**src/rtl/prga_decrypt_if.sv**
```systemverilog
// prga_decrypt_if: start/status handshake plus S-RAM, message ROM and decrypted-RAM ports of the PRGA stage
interface prga_decrypt_if #(
    parameter int MSG_AW = 5
);
    logic              start_sig;
    logic              busy;
    logic              done;
    logic              key_invalid;
    logic [7:0]        s_address;
    logic [7:0]        s_data;
    logic              s_wren;
    logic [7:0]        s_q;
    logic [MSG_AW-1:0] rom_address;
    logic [7:0]        rom_q;
    logic [MSG_AW-1:0] dec_address;
    logic [7:0]        dec_data;
    logic              dec_wren;

    modport master (
        input  start_sig, s_q, rom_q,
        output busy, done, key_invalid, s_address, s_data, s_wren,
               rom_address, dec_address, dec_data, dec_wren
    );

    modport slave (
        output start_sig, s_q, rom_q,
        input  busy, done, key_invalid, s_address, s_data, s_wren,
               rom_address, dec_address, dec_data, dec_wren
    );
endinterface

```
**src/rtl/prga_decrypt.sv**
```systemverilog
// prga_decrypt: RC4 PRGA keystream generator and XOR decryptor, 13 cycles per byte; VALID_CHECK_EN enables the plaintext abort check
module prga_decrypt #(
    parameter int MSG_LEN = 32,
    parameter int MSG_AW  = 5
) (
    input  logic           clk,
    input  logic           reset,
    prga_decrypt_if.master bus
);
    typedef enum logic [3:0] {
        IDLE, I_INC, SI_RD, SI_WT, SI_CAP, SJ_RD, SJ_WT, SJ_CAP,
        WR_SI, WR_SJ, F_RD, F_WT, F_CAP, WR_DEC, DONE
    } state_t;

    localparam logic [MSG_AW-1:0] LAST = MSG_AW'(MSG_LEN - 1);

    state_t            state_q, state_d;
    logic [7:0]        i_q, i_d, j_q, j_d, si_q, si_d, sj_q, sj_d, f_q, f_d, enc_q, enc_d;
    logic [MSG_AW-1:0] k_q, k_d;
    logic              done_q, done_d, kinv_q, kinv_d;
    logic [7:0]        plain;
    logic              bad;

    assign plain = f_q ^ enc_q;
`ifdef VALID_CHECK_EN
    assign bad = !((plain >= 8'h61 && plain <= 8'h7A) || plain == 8'h20);
`else
    assign bad = 1'b0;
`endif

    // state and datapath registers; reset aborts any run immediately
    always_ff @(posedge clk) begin
        if (reset) begin
            state_q <= IDLE;
            i_q     <= '0;
            j_q     <= '0;
            k_q     <= '0;
            si_q    <= '0;
            sj_q    <= '0;
            f_q     <= '0;
            enc_q   <= '0;
            done_q  <= 1'b0;
            kinv_q  <= 1'b0;
        end else begin
            state_q <= state_d;
            i_q     <= i_d;
            j_q     <= j_d;
            k_q     <= k_d;
            si_q    <= si_d;
            sj_q    <= sj_d;
            f_q     <= f_d;
            enc_q   <= enc_d;
            done_q  <= done_d;
            kinv_q  <= kinv_d;
        end
    end

    // next-state, datapath updates and memory strobes for the per-byte sequence
    always_comb begin
        state_d         = state_q;
        i_d             = i_q;
        j_d             = j_q;
        k_d             = k_q;
        si_d            = si_q;
        sj_d            = sj_q;
        f_d             = f_q;
        enc_d           = enc_q;
        done_d          = done_q;
        kinv_d          = kinv_q;
        bus.busy        = !(state_q == IDLE || state_q == DONE);
        bus.done        = done_q;
        bus.key_invalid = kinv_q;
        bus.s_address   = '0;
        bus.s_data      = '0;
        bus.s_wren      = 1'b0;
        bus.rom_address = '0;
        bus.dec_address = '0;
        bus.dec_data    = '0;
        bus.dec_wren    = 1'b0;
        case (state_q)
            IDLE, DONE: begin
                if (bus.start_sig) begin
                    state_d = I_INC;
                    i_d     = '0;
                    j_d     = '0;
                    k_d     = '0;
                    done_d  = 1'b0;
                    kinv_d  = 1'b0;
                end else if (state_q == DONE) begin
                    done_d = 1'b1;
                end
            end
            I_INC: begin
                i_d     = i_q + 8'd1;
                state_d = SI_RD;
            end
            SI_RD: begin
                bus.s_address = i_q;
                state_d       = SI_WT;
            end
            SI_WT: begin
                bus.s_address = i_q;
                state_d       = SI_CAP;
            end
            SI_CAP: begin
                si_d    = bus.s_q;
                j_d     = j_q + bus.s_q;
                state_d = SJ_RD;
            end
            SJ_RD: begin
                bus.s_address = j_q;
                state_d       = SJ_WT;
            end
            SJ_WT: begin
                bus.s_address = j_q;
                state_d       = SJ_CAP;
            end
            SJ_CAP: begin
                sj_d    = bus.s_q;
                state_d = WR_SI;
            end
            WR_SI: begin
                bus.s_address = i_q;
                bus.s_data    = sj_q;
                bus.s_wren    = 1'b1;
                state_d       = WR_SJ;
            end
            WR_SJ: begin
                bus.s_address = j_q;
                bus.s_data    = si_q;
                bus.s_wren    = 1'b1;
                state_d       = F_RD;
            end
            F_RD: begin
                bus.s_address   = si_q + sj_q;
                bus.rom_address = k_q;
                state_d         = F_WT;
            end
            F_WT: begin
                bus.s_address   = si_q + sj_q;
                bus.rom_address = k_q;
                state_d         = F_CAP;
            end
            F_CAP: begin
                f_d     = bus.s_q;
                enc_d   = bus.rom_q;
                state_d = WR_DEC;
            end
            WR_DEC: begin
                bus.dec_address = k_q;
                bus.dec_data    = plain;
                bus.dec_wren    = 1'b1;
                if (k_q == LAST || bad) begin
                    state_d = DONE;
                    kinv_d  = bad;
                end else begin
                    k_d     = k_q + 1'b1;
                    state_d = I_INC;
                end
            end
            default: state_d = IDLE;
        endcase
    end
endmodule

```
**src/flat_wrapper.sv**
```systemverilog
// flat-port wrapper written by rule: the top's interface ports become plain ports
module prga_decrypt_flat 
#(
    parameter int MSG_LEN = 32,
    parameter int MSG_AW  = 5
)
  (clk, reset, bus_start_sig, bus_s_q, bus_rom_q, bus_busy, bus_done, bus_key_invalid, bus_s_address, bus_s_data, bus_s_wren, bus_rom_address, bus_dec_address, bus_dec_data, bus_dec_wren);
  prga_decrypt_if #(.MSG_AW(MSG_AW)) bus_i ();
  input  logic clk;
  input  logic reset;
  input wire logic [$bits(bus_i.start_sig)-1:0] bus_start_sig;
  input wire logic [$bits(bus_i.s_q)-1:0] bus_s_q;
  input wire logic [$bits(bus_i.rom_q)-1:0] bus_rom_q;
  output wire logic [$bits(bus_i.busy)-1:0] bus_busy;
  output wire logic [$bits(bus_i.done)-1:0] bus_done;
  output wire logic [$bits(bus_i.key_invalid)-1:0] bus_key_invalid;
  output wire logic [$bits(bus_i.s_address)-1:0] bus_s_address;
  output wire logic [$bits(bus_i.s_data)-1:0] bus_s_data;
  output wire logic [$bits(bus_i.s_wren)-1:0] bus_s_wren;
  output wire logic [$bits(bus_i.rom_address)-1:0] bus_rom_address;
  output wire logic [$bits(bus_i.dec_address)-1:0] bus_dec_address;
  output wire logic [$bits(bus_i.dec_data)-1:0] bus_dec_data;
  output wire logic [$bits(bus_i.dec_wren)-1:0] bus_dec_wren;
  assign bus_i.start_sig = bus_start_sig;
  assign bus_i.s_q = bus_s_q;
  assign bus_i.rom_q = bus_rom_q;
  assign bus_busy = bus_i.busy;
  assign bus_done = bus_i.done;
  assign bus_key_invalid = bus_i.key_invalid;
  assign bus_s_address = bus_i.s_address;
  assign bus_s_data = bus_i.s_data;
  assign bus_s_wren = bus_i.s_wren;
  assign bus_rom_address = bus_i.rom_address;
  assign bus_dec_address = bus_i.dec_address;
  assign bus_dec_data = bus_i.dec_data;
  assign bus_dec_wren = bus_i.dec_wren;
  prga_decrypt #(.MSG_LEN(MSG_LEN), .MSG_AW(MSG_AW)) u_core (.clk(clk), .reset(reset), .bus(bus_i));
endmodule
```
**config.mk**
```make
export PLATFORM = sky130hd
export DESIGN_NAME = prga_decrypt_flat
export DESIGN_NICKNAME = d
export VERILOG_FILES = /design/src/rtl/prga_decrypt_if.sv /design/src/rtl/prga_decrypt.sv /design/src/flat_wrapper.sv
export SDC_FILE = /design/constraint.sdc
export NUM_CORES = 1
export LEC_CHECK = 0
export CAP_MARGIN = 40
export CORE_ASPECT_RATIO = 0.6
export CORE_UTILIZATION = 48
export DETAILED_ROUTE_END_ITERATION = 16
export HOLD_SLACK_MARGIN = 0.1
export PLACE_DENSITY_LB_ADDON = 0.12
export SLEW_MARGIN = 20
export SYNTH_ARGS = -nofsm -noshare
export SYNTH_HDL_FRONTEND = slang
export SYNTH_SLANG_ARGS = --single-unit
```
**constraint.sdc**
```tcl
create_clock -name clk -period 2.1 [get_ports clk]
set_input_delay 0.525 -clock clk [delete_from_list [all_inputs] [get_ports clk]]
set_output_delay 0.525 -clock clk [all_outputs]
set_load 0.02 [all_outputs]
```
==> results of run 1 <==
logic make-up after synthesis:
family,share of synthesized area [%]
AO/OA/AOI/OAI,18.2
XOR/XNOR,4.41
adder cells (fa/ha/maj),7.49
buffers and inverters,4.30
flip-flops,34.4
multiplexers,4.82
other,0.111
AND/OR/NAND/NOR,26.3
metal layers:
layer  global-route usage, %  up-vias  routed length, um
met2                    53.4      172               5810
met3                    9.88       33                923
met1                    44.3     1839               5330
met4                    9.87        0                327
li1                        -     1814                  -
met5                       0        -                  0
synth_stat cells, types with 4 or more instances:
master | instances | share of area [%]
clkbuf_1 | 16 | 1.8
mux2i_1 | 14 | 4.2
and2_1 | 12 | 2.2
ha_1 | 17 | 6.3
nor2_1 | 36 | 4.0
nor3_1 | 9 | 1.3
o21bai_1 | 4 | 0.89
inv_1 | 10 | 1.1
dfxtp_1 | 58 | 34
a22oi_1 | 5 | 1.1
nand2_1 | 84 | 9.3
and3_1 | 4 | 0.74
a21oi_1 | 57 | 8.5
xor2_1 | 4 | 1.0
nand3_1 | 18 | 2.7
o21ai_0 | 13 | 1.9
xnor2_1 | 13 | 3.4
nand4_1 | 5 | 0.93
sequential cells by signal, indices dropped and copies added (netlist names):
name and count:
u_core.k_q 5, u_core.enc_q 8, u_core.state_q 4, u_core.bus.done 1
u_core.si_q 8, u_core.i_q 8, u_core.j_q 8, u_core.f_q 8
u_core.sj_q 8
power breakdown:
part	switching, mW	internal (mW)	leakage, nW
sequential	0.0189	1.11	0.472
combinational	0.208	0.197	1.62
clock	0.554	1.03	0.151
what timing repair did:
item / in CTS / in global routing
pin swaps: 18 / 22
setup buffers: 11 / 5
hold buffers: 0 / 0
resized for setup: 227 / 74
setup endpoints to repair: 41 / 43
critical path, cell delays in order (launching register included):
cell and delay (ns):
dfxtp_2 0.34, ha_4 0.17, fa_2 0.35, a21oi_2 0.14
o21bai_2 0.09, a21oi_2 0.18, mux2i_1 0.20, o211ai_1 0.10
buf_4 0.18
worst max-delay path by stage:
stage / from / end / slack (ns) / cells past startpoint
finish: u_core.sj_q[0] / bus_s_address[6] / -0.53 / 8
global route: u_core.sj_q[0] / bus_s_address[6] / -0.59 / 8
CTS: u_core.sj_q[0] / bus_s_address[6] / -0.48 / 8
detailed placement: u_core.sj_q[1] / bus_s_address[7] / -0.61 / 7
global placement: u_core.sj_q[4] / bus_s_address[5] / -0.58 / 6
floorplan: u_core.si_q[1] / bus_s_address[7] / -0.03 / 6
cell type report:
class	instances	area share (%)
multi-input cells	346	44.7
repair buffers	153	24.6
flip-flops and latches	58	22.0
clock buffers	9	4.20
well taps	87	2.03
clock inverters	7	1.75
inverters	10	0.699
stage by stage:
| step | instances | utilization, % | power, mW | cell area (um^2) |
|---|---|---|---|---|
| 5_1_grt | 670 | 79.7 | 3.20 | 5370 |
| 4_1_cts | 666 | 75.2 | 3.09 | 5060 |
| 6_report | 670 | 79.7 | 3.12 | 5370 |
| 3_3_place_gp | 639 | 68.2 | 1.48 | 4590 |
| 2_1_floorplan | 437 | - | 1.31 | 3410 |
| 3_5_place_dp | 639 | 68.2 | 1.49 | 4590 |
==> out/results.ini, run 1 <==
[status]
outcome=finished with violations
failed_checks=negative setup slack

[run]
maxCapViolCount=0

[synth]
synth-seq-cells=58
synth.cell_area_mm2=0.00337
syn_nets=475
yosysWarnings=0
ys_seq_area_share_pct=34.4
async_reset_ff_share_pct=0
synth_cell_types=55
synth-edff-count=0
synthCells=437
synthFlopType=dfxtp_1
syn_area_per_cell_um2=7.72

[pwr]
p_leak_nw=2.25
power_density_mw_per_mm2=582
ir_worst_vdd_uv=670

[critical_path]
end_kind=output pin
r2r_slack_ns=0.04
cp_max_fo=2
r2r_end=u_core.i_q[7]
critPathRequiredTime_ns=1.57
cp.arrival_ns=2.11
start_kind=flip-flop
crit_type=reg -> out
r2r_cells=8
rr_startpoint=u_core.state_q[2]

[place]
hpwl_um=8080
gp_congestion=0.897
io_buffers=56
pre_cts_ws_ns=-0.614

[layout]
layout_commonest_cell=buf_4
areaGrowthSynthToFinish_pct=59.1
layout-drive-gt1-share_pct=37.0
layout_common_cells=96 x buf_4, 80 x nand2_1, 52 x a21oi_1, 51 x dfxtp_1, 27 x buf_6
fillers=447
diodes=0
regArea_mm2=0.00118
multiInputGateArea_mm2=0.00240
fin_nets=616

[cts]
cts_tree=yes
cts_buffers=9
clock-sinks=58
h-tree-depth=3
cts_root_buf=clkbuf_16
clockBufferDepth=2
insertion_delay_ns=0.34
clk_pin_slew_ns=0.06

[detailed_routing]
num_vias=3858
totalWireLength_um=12400
drt.antenna.violating_nets=0
drt_drc_violations_left=0
viasPerCell=5.76
wl_per_cell_um=18.5
drt_iter0_markers=353
first_pass_iters=5

[timing]
hold_viol_final=0
slew_violations=0
max_freq_mhz=380
holdWs_ns=0.468
finalSetupViolations=31
min_period_ns=2.63
fin_crit_sh_pct=125
fin_skew_ns=0.00531
fin_setup_tns_ns=-4.20
rsz0062_at_grt=yes
finalWorstSetupSlack_ns=-0.533

[die]
core_area_mm2=0.00673
die_h_um=66.9
rows=23
initial_core_util_pct=50.1
die_area_mm2=0.00738
die_w_um=110
ios=58

[global_routing]
grt_pass1_wl_um=17900
grt_util_all_layers_pct=33.7
antenna_found_initial=0
grt_pass1_vias=3475
grt_overflow=0
grt_start_max_net_pins=34

[min_path]
hp-start=u_core.enc_q[5]
min_path_cells=2
hp-class=reg -> reg
whs_endpoint=u_core.enc_q[5]

(Power assumes the default switching activity.)
==> inputs of run 2 (changes only) <==
- CORE_UTILIZATION: 48 -> 57
- clock period: 2.1 -> 3.1 ns (I/O delays scaled with it)
==> out/results.ini, run 2 (synthesis results as in run 1) <==
[critical_path]
cp.arrival_ns=2.23
cp_max_fo=9
start_kind=flip-flop
critPathRequiredTime_ns=2.32
end_kind=output pin
crit_type=reg -> out

[place]
hpwl_um=6810
placed_area_mm2=0.00403
dpl.cell_count=564
gp_congestion=0.909
io_buffers=56

[layout]
areaGrowthSynthToFinish_pct=28.4
layout_commonest_cell=nand2_1
layout_common_cells=84 x nand2_1, 55 x a21oi_1, 55 x dfxtp_1, 36 x nor2_1, 36 x clkdlybuf4s50_1
multiInputGateArea_mm2=0.00209
regArea_mm2=0.00116
layout-drive-gt1-share_pct=9.18
fin_nets=534
stdcell_count=581
stdcell_area_mm2=0.00433
diodes=0
fillers=422

[cts]
insertion_delay_ns=0.34
clock-sinks=58
cts_buffers=9
clk_pin_slew_ns=0.07
cts_hold_buffers=0
cts_root_buf=clkbuf_8
h-tree-depth=3
cts_tree=yes
clockBufferDepth=2

[detailed_routing]
totalWireLength_um=9450
wl_per_cell_um=16.3
viasPerCell=5.86
num_vias=3404
drt.antenna.violating_nets=0
drt_iter0_markers=283
first_pass_iters=7
drt_drc_violations_left=0

[timing]
slew_violations=0
min_period_ns=3.00
finalSetupViolations=0
fin_skew_ns=0.00681
fin_setup_tns_ns=0
timing.slew.headroom_pct=55.1
fin_crit_sh_pct=96.9
hold_viol_final=0
max_freq_mhz=333
rsz0062_at_grt=no
holdWs_ns=0.469
worst_slew_pin_slew_ns=0.672

[die]
die_area_mm2=0.00624
die_w_um=101
core_area_mm2=0.00565
initial_core_util_pct=59.7
ios=58
rows=21
die_h_um=61.6

[run]
maxCapViolCount=0

[global_routing]
grt_pass1_vias=2930
grt_pass1_wl_um=14500
grt_overflow=0
antenna_found_initial=0
grt_util_all_layers_pct=31.5
grt_start_max_net_pins=41

[pwr]
p_leak_nw=1.89
ir_worst_vdd_uv=338
power_density_mw_per_mm2=420

[status]
outcome=finished clean

[min_path]
hp-class=reg -> reg

[run 2: cell types whose count changed in the layout (fill, tap and decap cells not counted), sizes merged, moves of 2 or more]
cell / change
buf: -116
clkdlybuf4s50: +23
dlymetal6s2s: +9
clkbuf: +2
clkinv: -2
[run 2: worst max-delay path, cell delays in order (launching register included)]
cell and delay [ns]:
dfxtp_1 0.49, buf_4 0.22, nor2_1 0.07, buf_4 0.17
a222oi_1 0.33, inv_1 0.07, clkdlybuf4s50_1 0.54
[run 2: worst paths after layout]
check	to	from	slack, ns	cells after the start
hold reg to reg	u_core.f_q[2]	u_core.f_q[2]	0.47	2
hold / removal	u_core.f_q[2]	u_core.f_q[2]	0.47	2
setup / recovery	bus_s_address[0]	u_core.state_q[2]	0.1	6
setup reg to reg	u_core.j_q[6]	u_core.state_q[2]	1.08	5
[run 2: through the flow]
stage	total power, mW	worst slack [ns]	utilization, %
after CTS	1.82	0.00806	75.8
after detailed placement	0.953	0.0351	71.3
final	1.82	0.0960	76.7
after floorplan	0.888	0.471	-
after global placement	0.947	0.0479	71.3
after global routing	1.87	0.000772	76.7
[run 2: cell type report]
cell class / instances / area share (%)
clock inverter: 6 / 2.63
clock buffer: 10 / 3.18
tap: 80 / 2.31
timing repair buffer: 71 / 15.9
multi-input combinational: 346 / 48.2
sequential: 58 / 26.9
inverter: 10 / 0.866
[run 2: layer usage]
layer	GRT usage (%)	vias up	part of all wire (%)
met5	0	-	0
met4	8.28	0	0.81
met3	7.60	13	8.8
met2	48.6	155	44
met1	44.7	1598	46
li1	-	1638	-
[run 2: where the power goes]
part           internal [mW]  total, mW  switching [mW]  leakage, nW
logic                 0.0701      0.178           0.108         1.30
registers              0.754      0.767          0.0131        0.469
clock network          0.557      0.876           0.319        0.119
[run 2: repair_timing]
action,4_1_cts,5_1_grt
endpoints found under the setup margin,21,18
resized for setup,13,21
setup buffers,0,0
pin swaps,1,1
==> inputs of run 3 (changes only) <==
- HOLD_SLACK_MARGIN: 0.1 -> 0.03
==> results of run 3 <==
No change in the layout: final DEF, timing and power equal those of run 2.
